==> src/rtl/jtcop_vram_arb.sv <==
// Bank-0 SDRAM arbiter for the three BAC06 tilemap VRAM read ports and the CPU VRAM write path.
// Each read port keeps a one-word cache; CPU writes win, reads are served round-robin.
module jtcop_vram_arb #(
   parameter logic [21:0] B0_OFS = 22'h00000,
   parameter logic [21:0] B1_OFS = 22'h02000,
   parameter logic [21:0] B2_OFS = 22'h02800
) (
   input  logic        clk,
   input  logic        rst,
   input  logic        b0_cs,
   input  logic [12:0] b0_addr,
   output logic [15:0] b0_data,
   output logic        b0_ok,
   input  logic        b1_cs,
   input  logic [10:0] b1_addr,
   output logic [15:0] b1_data,
   output logic        b1_ok,
   input  logic        b2_cs,
   input  logic [10:0] b2_addr,
   output logic [15:0] b2_data,
   output logic        b2_ok,
   input  logic        cpu_cs,
   input  logic [1:0]  cpu_rgn,
   input  logic [12:0] cpu_addr,
   input  logic [15:0] cpu_din,
   input  logic [1:0]  cpu_dsn,
   output logic        cpu_ok,
   output logic [21:0] ba_addr,
   output logic        ba_rd,
   output logic        ba_wr,
   output logic [15:0] ba_din,
   output logic [1:0]  ba_din_m,
   input  logic        ba_ack,
   input  logic        ba_rdy,
   input  logic [15:0] data_read,
   output logic [1:0]  fsm_st
);

   // Bank handshake: ba_rd/ba_wr is held until ba_ack is sampled high and dropped on
   // that same edge; ba_rdy then closes the access (it may coincide with ba_ack).
   typedef enum logic [1:0] { ST_IDLE = 2'd0, ST_REQ = 2'd1, ST_WAIT = 2'd2 } st_t;

   localparam logic [1:0] GNT_CPU = 2'd3;

   st_t         st;
   logic [1:0]  gnt;
   logic [1:0]  rr;
   logic [12:0] gnt_addr;
   logic [1:0]  wr_rgn;
   logic [12:0] wr_addr;
   logic        cpu_done;

   logic [2:0]  valid, valid_n;
   logic [12:0] lat0, lat0_n;
   logic [10:0] lat1, lat1_n, lat2, lat2_n;

   logic [2:0]  need;
   logic        cpu_req;
   logic [1:0]  pick;
   logic [21:0] rd_addr, wr_bank_addr;
   logic [12:0] rd_gaddr;
   logic        done, rd_done, wr_done;

   assign fsm_st  = st;
   assign cpu_req = cpu_cs & ~cpu_done;
   assign need[0] = b0_cs & (~valid[0] | (b0_addr != lat0));
   assign need[1] = b1_cs & (~valid[1] | (b1_addr != lat1));
   assign need[2] = b2_cs & (~valid[2] | (b2_addr != lat2));

   assign done    = ((st == ST_REQ) & ba_ack & ba_rdy) | ((st == ST_WAIT) & ba_rdy);
   assign rd_done = done & (gnt != GNT_CPU);
   assign wr_done = done & (gnt == GNT_CPU);

   // Round-robin: rr names the port with highest priority on the next read grant
   always_comb begin
      pick = 2'd0;
      case (rr)
         2'd1:    pick = need[1] ? 2'd1 : (need[2] ? 2'd2 : 2'd0);
         2'd2:    pick = need[2] ? 2'd2 : (need[0] ? 2'd0 : 2'd1);
         default: pick = need[0] ? 2'd0 : (need[1] ? 2'd1 : 2'd2);
      endcase
   end

   always_comb begin
      rd_addr  = 22'd0;
      rd_gaddr = 13'd0;
      case (pick)
         2'd0: begin
            rd_addr  = B0_OFS + {9'd0, b0_addr};
            rd_gaddr = b0_addr;
         end
         2'd1: begin
            rd_addr  = B1_OFS + {11'd0, b1_addr};
            rd_gaddr = {2'd0, b1_addr};
         end
         default: begin
            rd_addr  = B2_OFS + {11'd0, b2_addr};
            rd_gaddr = {2'd0, b2_addr};
         end
      endcase
   end

   always_comb begin
      wr_bank_addr = 22'd0;
      case (cpu_rgn)
         2'd0:    wr_bank_addr = B0_OFS + {9'd0, cpu_addr};
         2'd1:    wr_bank_addr = B1_OFS + {11'd0, cpu_addr[10:0]};
         2'd2:    wr_bank_addr = B2_OFS + {11'd0, cpu_addr[10:0]};
         default: wr_bank_addr = 22'd0;
      endcase
   end

   // Cache state after this edge: read fills first, then a finishing CPU write
   // knocks out any entry holding the address it just overwrote.
   always_comb begin
      valid_n = valid;
      lat0_n  = lat0;
      lat1_n  = lat1;
      lat2_n  = lat2;
      if (rd_done) begin
         case (gnt)
            2'd0: begin valid_n[0] = 1'b1; lat0_n = gnt_addr;       end
            2'd1: begin valid_n[1] = 1'b1; lat1_n = gnt_addr[10:0]; end
            2'd2: begin valid_n[2] = 1'b1; lat2_n = gnt_addr[10:0]; end
            default: ;
         endcase
      end
      if (wr_done) begin
         if (wr_rgn == 2'd0 && lat0_n == wr_addr)        valid_n[0] = 1'b0;
         if (wr_rgn == 2'd1 && lat1_n == wr_addr[10:0])  valid_n[1] = 1'b0;
         if (wr_rgn == 2'd2 && lat2_n == wr_addr[10:0])  valid_n[2] = 1'b0;
      end
   end

   always_ff @(posedge clk) begin
      if (rst) begin
         st       <= ST_IDLE;
         gnt      <= 2'd0;
         rr       <= 2'd0;
         gnt_addr <= 13'd0;
         wr_rgn   <= 2'd0;
         wr_addr  <= 13'd0;
         cpu_done <= 1'b0;
         valid    <= 3'd0;
         lat0     <= 13'd0;
         lat1     <= 11'd0;
         lat2     <= 11'd0;
         b0_data  <= 16'd0;
         b1_data  <= 16'd0;
         b2_data  <= 16'd0;
         b0_ok    <= 1'b0;
         b1_ok    <= 1'b0;
         b2_ok    <= 1'b0;
         cpu_ok   <= 1'b0;
         ba_addr  <= 22'd0;
         ba_rd    <= 1'b0;
         ba_wr    <= 1'b0;
         ba_din   <= 16'd0;
         ba_din_m <= 2'b11;
      end else begin
         cpu_ok <= 1'b0;
         valid  <= valid_n;
         lat0   <= lat0_n;
         lat1   <= lat1_n;
         lat2   <= lat2_n;
         b0_ok  <= valid_n[0] & b0_cs & (b0_addr == lat0_n);
         b1_ok  <= valid_n[1] & b1_cs & (b1_addr == lat1_n);
         b2_ok  <= valid_n[2] & b2_cs & (b2_addr == lat2_n);
         // A held cpu_cs must go low once before another write is accepted
         if (!cpu_cs) cpu_done <= 1'b0;

         case (st)
            ST_IDLE: begin
               if (cpu_req) begin
                  if (cpu_rgn == 2'd3) begin
                     cpu_ok   <= 1'b1;
                     cpu_done <= 1'b1;
                  end else begin
                     gnt      <= GNT_CPU;
                     wr_rgn   <= cpu_rgn;
                     wr_addr  <= cpu_addr;
                     ba_addr  <= wr_bank_addr;
                     ba_din   <= cpu_din;
                     ba_din_m <= cpu_dsn;
                     ba_wr    <= 1'b1;
                     st       <= ST_REQ;
                  end
               end else if (|need) begin
                  gnt      <= pick;
                  gnt_addr <= rd_gaddr;
                  ba_addr  <= rd_addr;
                  ba_rd    <= 1'b1;
                  rr       <= (pick == 2'd2) ? 2'd0 : pick + 2'd1;
                  st       <= ST_REQ;
               end
            end
            ST_REQ: begin
               if (ba_ack) begin
                  ba_rd <= 1'b0;
                  ba_wr <= 1'b0;
                  st    <= ba_rdy ? ST_IDLE : ST_WAIT;
               end
            end
            ST_WAIT: begin
               if (ba_rdy) st <= ST_IDLE;
            end
            default: st <= ST_IDLE;
         endcase

         if (rd_done) begin
            case (gnt)
               2'd0:    b0_data <= data_read;
               2'd1:    b1_data <= data_read;
               2'd2:    b2_data <= data_read;
               default: ;
            endcase
         end
         if (wr_done) begin
            cpu_ok   <= 1'b1;
            cpu_done <= 1'b1;
         end
      end
   end

endmodule
==> config.mk <==
export PLATFORM = sky130hd
export DESIGN_NAME = jtcop_vram_arb
export DESIGN_NICKNAME = d
export VERILOG_FILES = /design/src/rtl/jtcop_vram_arb.sv
export SDC_FILE = /design/constraint.sdc
export NUM_CORES = 1
export LEC_CHECK = 0
export ABC_AREA = 1
export BUFFER_PORTS_ARGS = -buffer_cell sky130_fd_sc_hd__buf_2
export CORE_MARGIN = 3
export CORE_UTILIZATION = 55
export CTS_CLUSTER_DIAMETER = 120
export DETAILED_ROUTE_END_ITERATION = 12
export PLACE_DENSITY = 0.93
export SLEW_MARGIN = 15
export SYNTH_ARGS = -nofsm -noshare
export SYNTH_HDL_FRONTEND = slang
export SYNTH_SLANG_ARGS = --single-unit
export TNS_END_PERCENT = 20
==> constraint.sdc <==
create_clock -name clk -period 3.9 [get_ports clk]
set_clock_uncertainty 0.2 [all_clocks]
set_input_delay 0.195 -clock clk [delete_from_list [all_inputs] [get_ports clk]]
set_output_delay 0.195 -clock clk [all_outputs]
set_load 0.01 [all_outputs]
* Yosys cells after proc, flatten, opt, wreduce, memory -nomap -nowiden
Index checks and enable logic that the tools add are counted.
Cells by class: add/sub/neg operators 5, equality and inequality tests 33, muxes and demuxes 54, bitwise gates (word level) 25, reduce and logical (&&, ||, !) cells 20
Operators by type and width (number):
- $mux W22 | 3
- $add A14 B11 Y15 const A | 4
- $pmux W15 S3 | 1
- $eq A11 B11 Y1 | 4
- $mux W11 | 4
- $mux W2 | 15
- $pmux W15 S2 | 1
- $eq A13 B13 Y1 | 2
- $mux W13 | 2
- $pmux W13 S2 | 1
- $ne A11 B11 Y1 | 2
- $mux W1 | 21
- $eq A2 B2 Y1 const B | 8
- $ne A2 B2 Y1 const B | 8
- $and A1 B1 Y1 | 15
- $ne A13 B13 Y1 | 1
- $eq A2 B1 Y1 const B | 6
- $reduce_and A4 Y1 | 3
- $logic_not A2 Y1 | 5
- $reduce_and A3 Y1 | 3
- $mux W3 | 2
- $ne A3 B3 Y1 const B | 2
- $not A1 Y1 | 6
- $pmux W2 S3 | 1
- 8 further kinds | 17
Storage, ports and cells: flip-flop bits (word level) 167, input bits 92, output and inout bits 96, logic and storage cells 160

* Depth between registers and ports, before layout
Gate-level depths: netlist of run 1.
depth after elaboration 12, gate-level depth with buffers 18, gate-level depth less buffers 17

* Worst setup path after synthesis of run 1
No wires, ideal clock.
path type flip-flop to flip-flop, from register st[0] (netlist: fsm_st[0]), to register b1_ok, setup time 111 ps, data arrival time 1765 ps, data required time 3589 ps, slack 1823 ps, stages on the path, launching flop included 17, clock period less this slack 2077 ps, cell sequence dfxtp_1 -> inv_2 -> nor2_2 -> nand2_2 -> nand2_2 -> nand2_2 -> inv_4 -> nand3_4 -> buf_4 -> o21ai_2 -> inv_1 -> nand2_1 -> o211ai_1 -> nor3_1 -> nand3_1 -> nand2_1 -> nor2_1
On the way: cells in the longest elaborated chain, start to end 12, elaborated cells between the ends (all ways) 17, classes of those cells eq/ne (4); mux (4); bitwise (8); reduce/logical (1)
RTL lines:
- start: declaration | line 45 | st_t st;
- start signal: assignment | line 201 | st <= ba_rdy ? ST_IDLE : ST_WAIT;
- $eq A2 B1 Y1 | line 70 | assign done = ((st == ST_REQ) & ba_ack & ba_rdy) | ((st == ST_WAIT) & ba_rdy);
- $and A1 B1 Y1 (2 in a row) | line 70
- $or A1 B1 Y1 * | line 70
- $and A1 B1 Y1 | line 71 | assign rd_done = done & (gnt != GNT_CPU);
- $mux W11 | line 120 | if (rd_done) begin
- $eq A11 B11 Y1 | line 130 | if (wr_rgn == 2'd1 && lat1_n == wr_addr[10:0]) valid_n[1] = 1'b0;
- $logic_and A1 B1 Y1 | line 130
- $mux W1 | line 130
- $mux W3 | line 128 | if (wr_done) begin
- $and A1 B1 Y1 | line 167 | b1_ok <= valid_n[1] & b1_cs & (b1_addr == lat1_n);
- $and A1 B1 Y1 * | line 167
- end signal: assignment | line 167
- end: declaration | line 17 | output logic b1_ok,
Mark *: on every way between the ends. The rest lies on a longest branch, timed or not. A chain may end at the register's enable or synchronous reset.

* Worst setup path after layout of run 1
from input port b0_addr[11], to register ba_addr[12]
On the way: cells in the longest elaborated chain, start to end 10, elaborated cells between the ends (all ways) 15, classes of those cells eq/ne (2); mux (7); bitwise (2); reduce/logical (4)
RTL lines:
- start: declaration | line 11 | input logic [12:0] b0_addr,
- $ne A13 B13 Y1 * | line 66 | assign need[0] = b0_cs & (~valid[0] | (b0_addr != lat0));
- $or A1 B1 Y1 * | line 66
- $and A1 B1 Y1 * | line 66
- $mux W1 | line 79 | 2'd2: pick = need[2] ? 2'd2 : (need[0] ? 2'd0 : 2'd1);
- $mux W2 | line 79
- $pmux W2 S2 | line 77 | case (rr)
- $eq A2 B1 Y1 or $logic_not A2 Y1 (tied branches) | line 87 | case (pick)
- $pmux W15 S2 | line 87
- $mux W22 | line 188 | end else if (|need) begin
- $mux W22 | line 174 | if (cpu_req) begin
- end signal: assignment | line 182 | ba_addr <= wr_bank_addr;
- end signal: assignment | line 191 | ba_addr <= rd_addr;
- end: declaration | line 28 | output logic [21:0] ba_addr,
Mark *: on every way between the ends. The rest lies on a longest branch, timed or not. The select of a mux whose other input is x is not followed.

==> reports/results.ini, run 1 <==
[synthesis]
ys_async_sr_fraction_pct=0
synth-compound-area-share_pct=15.9
yosys_warnings=0
yosysTopAreaCell=dfxtp_1
synth_area_leaders=dfxtp_1, nor2_1, nand2_1
synth.avg_cell_area_um2=6.74
synth_area_mm2=0.00804
synth_top_cell_area_share_pct=39.6
synth-edff-count=0
synthFlopType=dfxtp_1
synth_seq_cells=159
synthAdderAreaFrac_pct=1.09
synthXorXnorAreaFrac_pct=3.27
synth_cell_types=42
synthCells=1192
synth_top_family_by_area=simple AND/OR/NAND/NOR gates
ys_seq_area_share_pct=39.6
synthMuxAreaShare_pct=0
synth-simple-area-share_pct=30.4

[sta]
fmax_mhz=285
rsz0062_at_grt=false
setup_slack_ns=0.389
fin_crit_sh_pct=90.0
finalHoldViolCount=0
setup-tns-final_ns=0
max_slew_margin_pct=25.9
worst_pin_slew_ns=1.10
finalMaxSlewViolations=0
setup_viol=0
period_needed_ns=3.51

[min_path]
min_from=b1_addr[10]
hold_depth=6
hold_path.class=in2reg
min_to=b1_ok

[setup_path]
crit_chain=dlygate4sd3_1, buf_2, inv_1, nand2_1, nand2_1, nor2_1, nand2_1, nor2_1, nand2_1, nand2_1, nand4_1, nand2_1, nor2_1, nand3_1, a31oi_1, dlygate4sd3_1
critPathArrivalTime_ns=3.63
r2r_end=ba_addr[12]
path_common_cell=nand2_1
worstPathRequired_ns=4.02
reg2regPathDepth=14
crit_path_end_kind=register
slowest_stage=nand2_1
setup.worst_path.start_class=input pin
cpPeakStageDelay_ns=0.63
worst-setup-path-type=in2reg
regToRegStartpoint=lat0[1]
cp_max_fo=13
rrSetupSlack_ns=0.50

[finish]
drive_gt1_share_pct=18.3
final_common_cell=nor2_1
fill_cells=1110
nNetsFinal=1502
regArea_mm2=0.00318
n_antenna_cell=0
multi_input_area_mm2=0.00412
fin_area_mm2=0.0101
layout_common_cells=nor2_1, nand2_1, buf_2
synthToLayoutAreaGrowth_pct=25.9
fin_util_pct=71.8

[routing]
drtAntennaViolNets=0
drt_iter0_drc=1159
first_pass_iters=8
wl_per_cell_um=17.0
drc=0
drt_wl_total_um=27100
num_vias=8877
vias_per_cell=5.56

[clock_tree]
numCtsBuffers=17
clockBufferDepth=2
cts_tree=done
cts_max_level=4
path_clk_slew_ns=0.07
cts_root_buf=clkbuf_16
cts_setup_buffers=0
clk_latency_ns=0.43
cts.sinks=159

[global_route]
grt_max_degree=69
grt_use_total_pct=32.6
grt_pass1_vias=8049
grt-ovfl-total=0
grt_pass1_wl_um=41500
antenna_found_initial=1

[place]
port_buffers=179
pre_cts_ws_ns=0.923
place_hpwl_um=18300
placed_cell_area_mm2=0.00892
place.gp.congestion=0.996

[floorplanning]
start_util_pct=57.0
die_w_um=127
dieArea_mm2=0.0161
die_y_um=127
rows=43
fp.coreArea_mm2=0.0141
ios=188

[outcome]
status=complete, no violations

[power]
ir_worst_vdd_mv=0.335
power.leakage_nw=5.02
power.density_mw_per_mm2=429

[flow_run]
drv_cap=0

-- where the power goes --
group / switching (mW) / leakage (nW) / internal [mW]
registers: 0.114 / 1.30 / 1.74
logic: 0.549 / 3.45 / 0.314
clock network: 0.715 / 0.273 / 0.913
total: 1.38 / 5.02 / 2.96
-- worst max path at each step --
stage,from,slack (ns),cells after the start,endpoint
2_1_floorplan,fsm_st[0],1.82,16,b1_ok
3_3_place_gp,b0_addr[1],0.93,15,ba_addr[7]
3_5_place_dp,b0_addr[1],0.92,15,ba_addr[7]
4_1_cts,b2_addr[6],0.36,17,ba_addr[12]
5_1_grt,b0_addr[11],0.29,16,ba_addr[12]
6_report,b0_addr[11],0.39,16,ba_addr[12]
-- repair_timing --
item,in CTS,in global routing
hold endpoints to repair,106,0
hold buffers,61,0
resized for setup,0,1
endpoints found under the setup margin,0,1
-- sequential cells by signal (all words and copies together) (netlist names), 2 cells and up --
signal and cells:
b0_data 16, lat1 11, wr_addr 13, b1_data 16, ba_din 16, rr 2
valid 3, lat0 13, b2_data 16, ba_din_m 2, gnt_addr 13, ba_addr 14
gnt 2, lat2 11, wr_rgn 2, fsm_st 2
-- area by class of cell --
cell class | count | share of cell area (%)
tap | 180 | 2.23
multi-input combinational | 856 | 40.7
clock buffer | 20 | 4.42
timing repair buffer | 246 | 15.3
inverter | 123 | 4.59
clock inverter | 12 | 1.25
sequential | 159 | 31.5
-- per-stage QoR --
step / hold WS (ns) / power [mW] / instances
6_report: 0.0146 / 4.34 / 1596
4_1_cts: 0.000331 / 4.29 / 1596
5_1_grt: 0.0263 / 4.51 / 1596
2_1_floorplan: 0.0711 / 2.36 / 1199
3_5_place_dp: 0.198 / 2.65 / 1503
3_3_place_gp: 0.197 / 2.63 / 1503
-- cells in the mapped netlist, types with 7 or more instances --
cell type and count:
dfxtp_1 159, o21ai_2 20, ha_1 7, nand2_1 229
xor2_1 27, o21ai_0 119, clkbuf_1 38, nor4b_1 11
o21ai_1 23, buf_2 7, inv_1 115, nand3_1 38
nor2_1 265, a21oi_1 36, nor3_1 10, nand4_1 18
buf_4 11
-- worst max-delay path: cells and delay by family --
family,cells,cell delay (ns)
buf+inv,4,1.31
simple gates,11,2.03
compound gates,1,0.08
-- logic make-up (layout without fill, tap and decap cells) --
family / after synthesis / after routing
xor gates and xnor gates: 30 / 30
buffers and inverters: 184 / 401
adders and majority gates: 7 / 7
and+or+nand+nor: 589 / 589
AOI/OAI and AO/OA: 222 / 222
other: 1 / 8
DFF: 159 / 159
-- per-layer routing --
metal	track usage [%]	share of wire, %	vias to the layer above
met5	0	0.048	-
met1	40.6	38	3939
met3	8.34	11	129
met4	17.1	5.0	2
li1	-	-	4209
met2	52.1	46	598
(Power assumes the default switching activity.)
==> run 2, diff against run 1 <==
--- a/config.mk
+++ b/config.mk
@@ -8,10 +8,10 @@
 export ABC_AREA = 1
 export BUFFER_PORTS_ARGS = -buffer_cell sky130_fd_sc_hd__buf_2
 export CORE_MARGIN = 3
-export CORE_UTILIZATION = 55
+export CORE_UTILIZATION = 54
 export CTS_CLUSTER_DIAMETER = 120
 export DETAILED_ROUTE_END_ITERATION = 12
-export PLACE_DENSITY = 0.93
+export PLACE_DENSITY = 0.92
 export SLEW_MARGIN = 15
 export SYNTH_ARGS = -nofsm -noshare
 export SYNTH_HDL_FRONTEND = slang
==> constraint.sdc (replaced) <==
create_clock -name clk -period 4 [get_ports clk]
set_clock_uncertainty 0.2 [all_clocks]
set_input_delay 0.2 -clock clk [delete_from_list [all_inputs] [get_ports clk]]
set_output_delay 0.2 -clock clk [all_outputs]
set_load 0.01 [all_outputs]
==> run 2 against run 1 <==
Setup slack improved by 0.027 ns. Flip-flop and latch count unchanged. Non-clock buffer count decreased by 4. Combinational power decreased by 0.7%. Sequential power decreased by 2%. Critical path type unchanged. Largest cell class unchanged. Highest routed layer unchanged.
==> reports/results.ini, run 2 (synthesis results as in run 1) <==
[outcome]
status=complete, no violations

[floorplanning]
ios=188  ; unchanged
die_w_um=128  ; +0.88%
start_util_pct=56.6  ; -0.43 points
die_y_um=128  ; +0.88%
dieArea_mm2=0.0164  ; +1.8%
rows=43  ; unchanged
fp.coreArea_mm2=0.0142  ; +0.76%

[sta]
finalMaxSlewViolations=0  ; unchanged
setup-tns-final_ns=0  ; unchanged
finalHoldViolCount=0  ; unchanged
setup_slack_ns=0.416  ; +0.0273 ns
period_needed_ns=3.58
max_slew_margin_pct=22.3  ; -3.6 points
fin_crit_sh_pct=89.6
setup_viol=0  ; unchanged
rsz0062_at_grt=false
worst_pin_slew_ns=1.16  ; +0.0541 ns
fmax_mhz=279

[power]
power.leakage_nw=5.01  ; -0.27%
switching_share_pct=32.8  ; +1.1 points
p_total_mw=4.33  ; -0.31%
intPower_mw=2.91  ; -1.8%
power.density_mw_per_mm2=429  ; about the same
seqPwrFrac_pct=41.8  ; -0.8 points
clockPowerShare_pct=38.4  ; +0.9 points
p_switching_mw=1.42  ; +3.0%
ir_worst_vdd_mv=0.359  ; +7.1%
p_comb_share_pct=19.8  ; about the same

[clock_tree]
clk_latency_ns=0.43  ; about the same
holdBufCountCts=57  ; -6.6%
cts_setup_buffers=0  ; unchanged
numCtsBuffers=17  ; unchanged
clockBufferDepth=2  ; unchanged
cts_max_level=4  ; unchanged
cts_tree=done
path_clk_slew_ns=0.07  ; about the same
cts.sinks=159  ; unchanged
cts_root_buf=clkbuf_16
cts_resized=0  ; unchanged

[setup_path]
cp-endpoint=ba_addr[11]
worstPathRequired_ns=4.16  ; +0.14 ns
rrSetupSlack_ns=0.57  ; +0.07 ns
regToRegStartpoint=lat0[7]
r2r_end=ba_addr[11]
cp-startpoint=b2_addr[0]
worst-setup-path-type=in2reg
critPathArrivalTime_ns=3.75  ; +0.12 ns
setup.worst_path.start_class=input pin
crit_path_end_kind=register
reg2regPathDepth=15  ; +1
cp_max_fo=13  ; unchanged

[routing]
drt_iter0_drc=1392  ; +20%
drt_wl_total_um=28700  ; +6.1%
vias_per_cell=5.74  ; +3.1%
drc=0  ; unchanged
num_vias=9131  ; +2.9%
wl_per_cell_um=18.0  ; +6.4%
first_pass_iters=6  ; -2
drtAntennaViolNets=0  ; unchanged

[finish]
synthToLayoutAreaGrowth_pct=25.6
layout_common_cells=nor2_1, nand2_1, buf_2
drive_gt1_share_pct=18.5  ; +0.19 points
final_common_cell=nor2_1
nNetsFinal=1498  ; -0.27%
fill_cells=1127  ; +1.5%
n_antenna_cell=0  ; unchanged
stdcell_count=1592  ; -0.25%
fin_area_mm2=0.0101  ; -0.24%

[place]
place_hpwl_um=18700  ; +2.5%
port_buffers=179  ; unchanged
pre_cts_ws_ns=0.771  ; -0.152 ns
place.gp.congestion=1.02  ; +2.3%
placed_cell_area_mm2=0.00892  ; unchanged
numPlacedInstances=1503  ; unchanged

[flow_run]
drv_cap=0  ; unchanged

[global_route]
grt_pass1_wl_um=44900  ; +8.1%
grt-ovfl-total=0  ; unchanged
grt_busiest_layer=met2
use_met1_pct=42.4  ; +1.9 points
met2_usage_pct=54.7  ; +2.6 points
antenna_found_initial=1  ; unchanged
use_met3_pct=9.67  ; +1.3 points
grt_use_total_pct=34.6  ; +2.0 points
grt_max_degree=66  ; -4.3%
grt_pass1_vias=8819  ; +9.6%

[min_path]
hold_path.class=in2reg

-- run 2: cell count changes in the layout (fill, tap and decap cells not counted) --
cell | previous run | this run
clkinv_4 | 2 | 1
clkinv_8 | 0 | 1
inv_8 | 3 | 2
inv_6 | 2 | 5
clkinv_2 | 1 | 0
clkbuf_8 | 1 | 2
dlygate4sd3_1 | 61 | 57
a21oi_4 | 1 | 0
clkbuf_1 | 2 | 0
a21oi_2 | 0 | 1
-- run 2: worst max-delay path, stage by stage --
cell,delay (ns)
dlygate4sd3_1,0.56
buf_2,0.14
inv_1,0.11
nand2_1,0.06
nand2_1,0.06
nor2_1,0.04
nand2_1,0.06
nor2_1,0.04
nand2_1,0.06
nand2_1,0.10
nand3_1,0.11
nand2_1,0.05
nand2_1,0.43
nand2_1,0.51
nor2_1,0.57
nand2_1,0.29
nand2_1,0.16
nand2_1,0.07
a21oi_1,0.12
-- run 2: through the flow --
stage	utilization (%)	hold WS (ns)
after floorplan	-	0.0761
after global placement	62.8	0.201
after detailed placement	62.8	0.198
after CTS	71.1	0.0102
after global routing	71.1	0.0378
final	71.1	0.0257
-- run 2: power by group through the flow --
stage / Clock [mW] / Combinational [mW] / Sequential [mW]
final: 1.66 / 0.857 / 1.81
after global routing: 1.73 / 0.938 / 1.81
after CTS: 1.65 / 0.816 / 1.79
after detailed placement: 0 / 0.762 / 1.83
after global placement: 0 / 0.751 / 1.82
after floorplan: 0 / 0.483 / 1.82
-- run 2: layer usage --
metal / vias to the layer above / part of all wire (%)
li1: 4206 / -
met2: 679 / 45
met3: 171 / 13
met5: - / 0.035
met4: 2 / 6.2
met1: 4073 / 36
-- run 2: area by class of cell --
cell class	count	area, um^2	area share, %
Multi-Input combinational cell	856	4110	40.7
Sequential cell	159	3180	31.5
Timing Repair Buffer	242	1510	15.0
Inverter	123	464	4.60
Clock buffer	19	453	4.49
Tap cell	180	225	2.23
Clock inverter	13	144	1.43
-- run 2: how the worst min path moves through the flow --
stage                     from         to  slack (ns)  cells after the start
finish              b2_addr[1]      b2_ok        0.03                      6
global route             b1_cs      b1_ok        0.04                      5
CTS                      b1_cs      b1_ok        0.01                      5
detailed placement      ba_rdy  fsm_st[1]        0.20                      2
global placement        ba_rdy  fsm_st[1]        0.20                      2
floorplan               ba_rdy  fsm_st[1]        0.08                      1
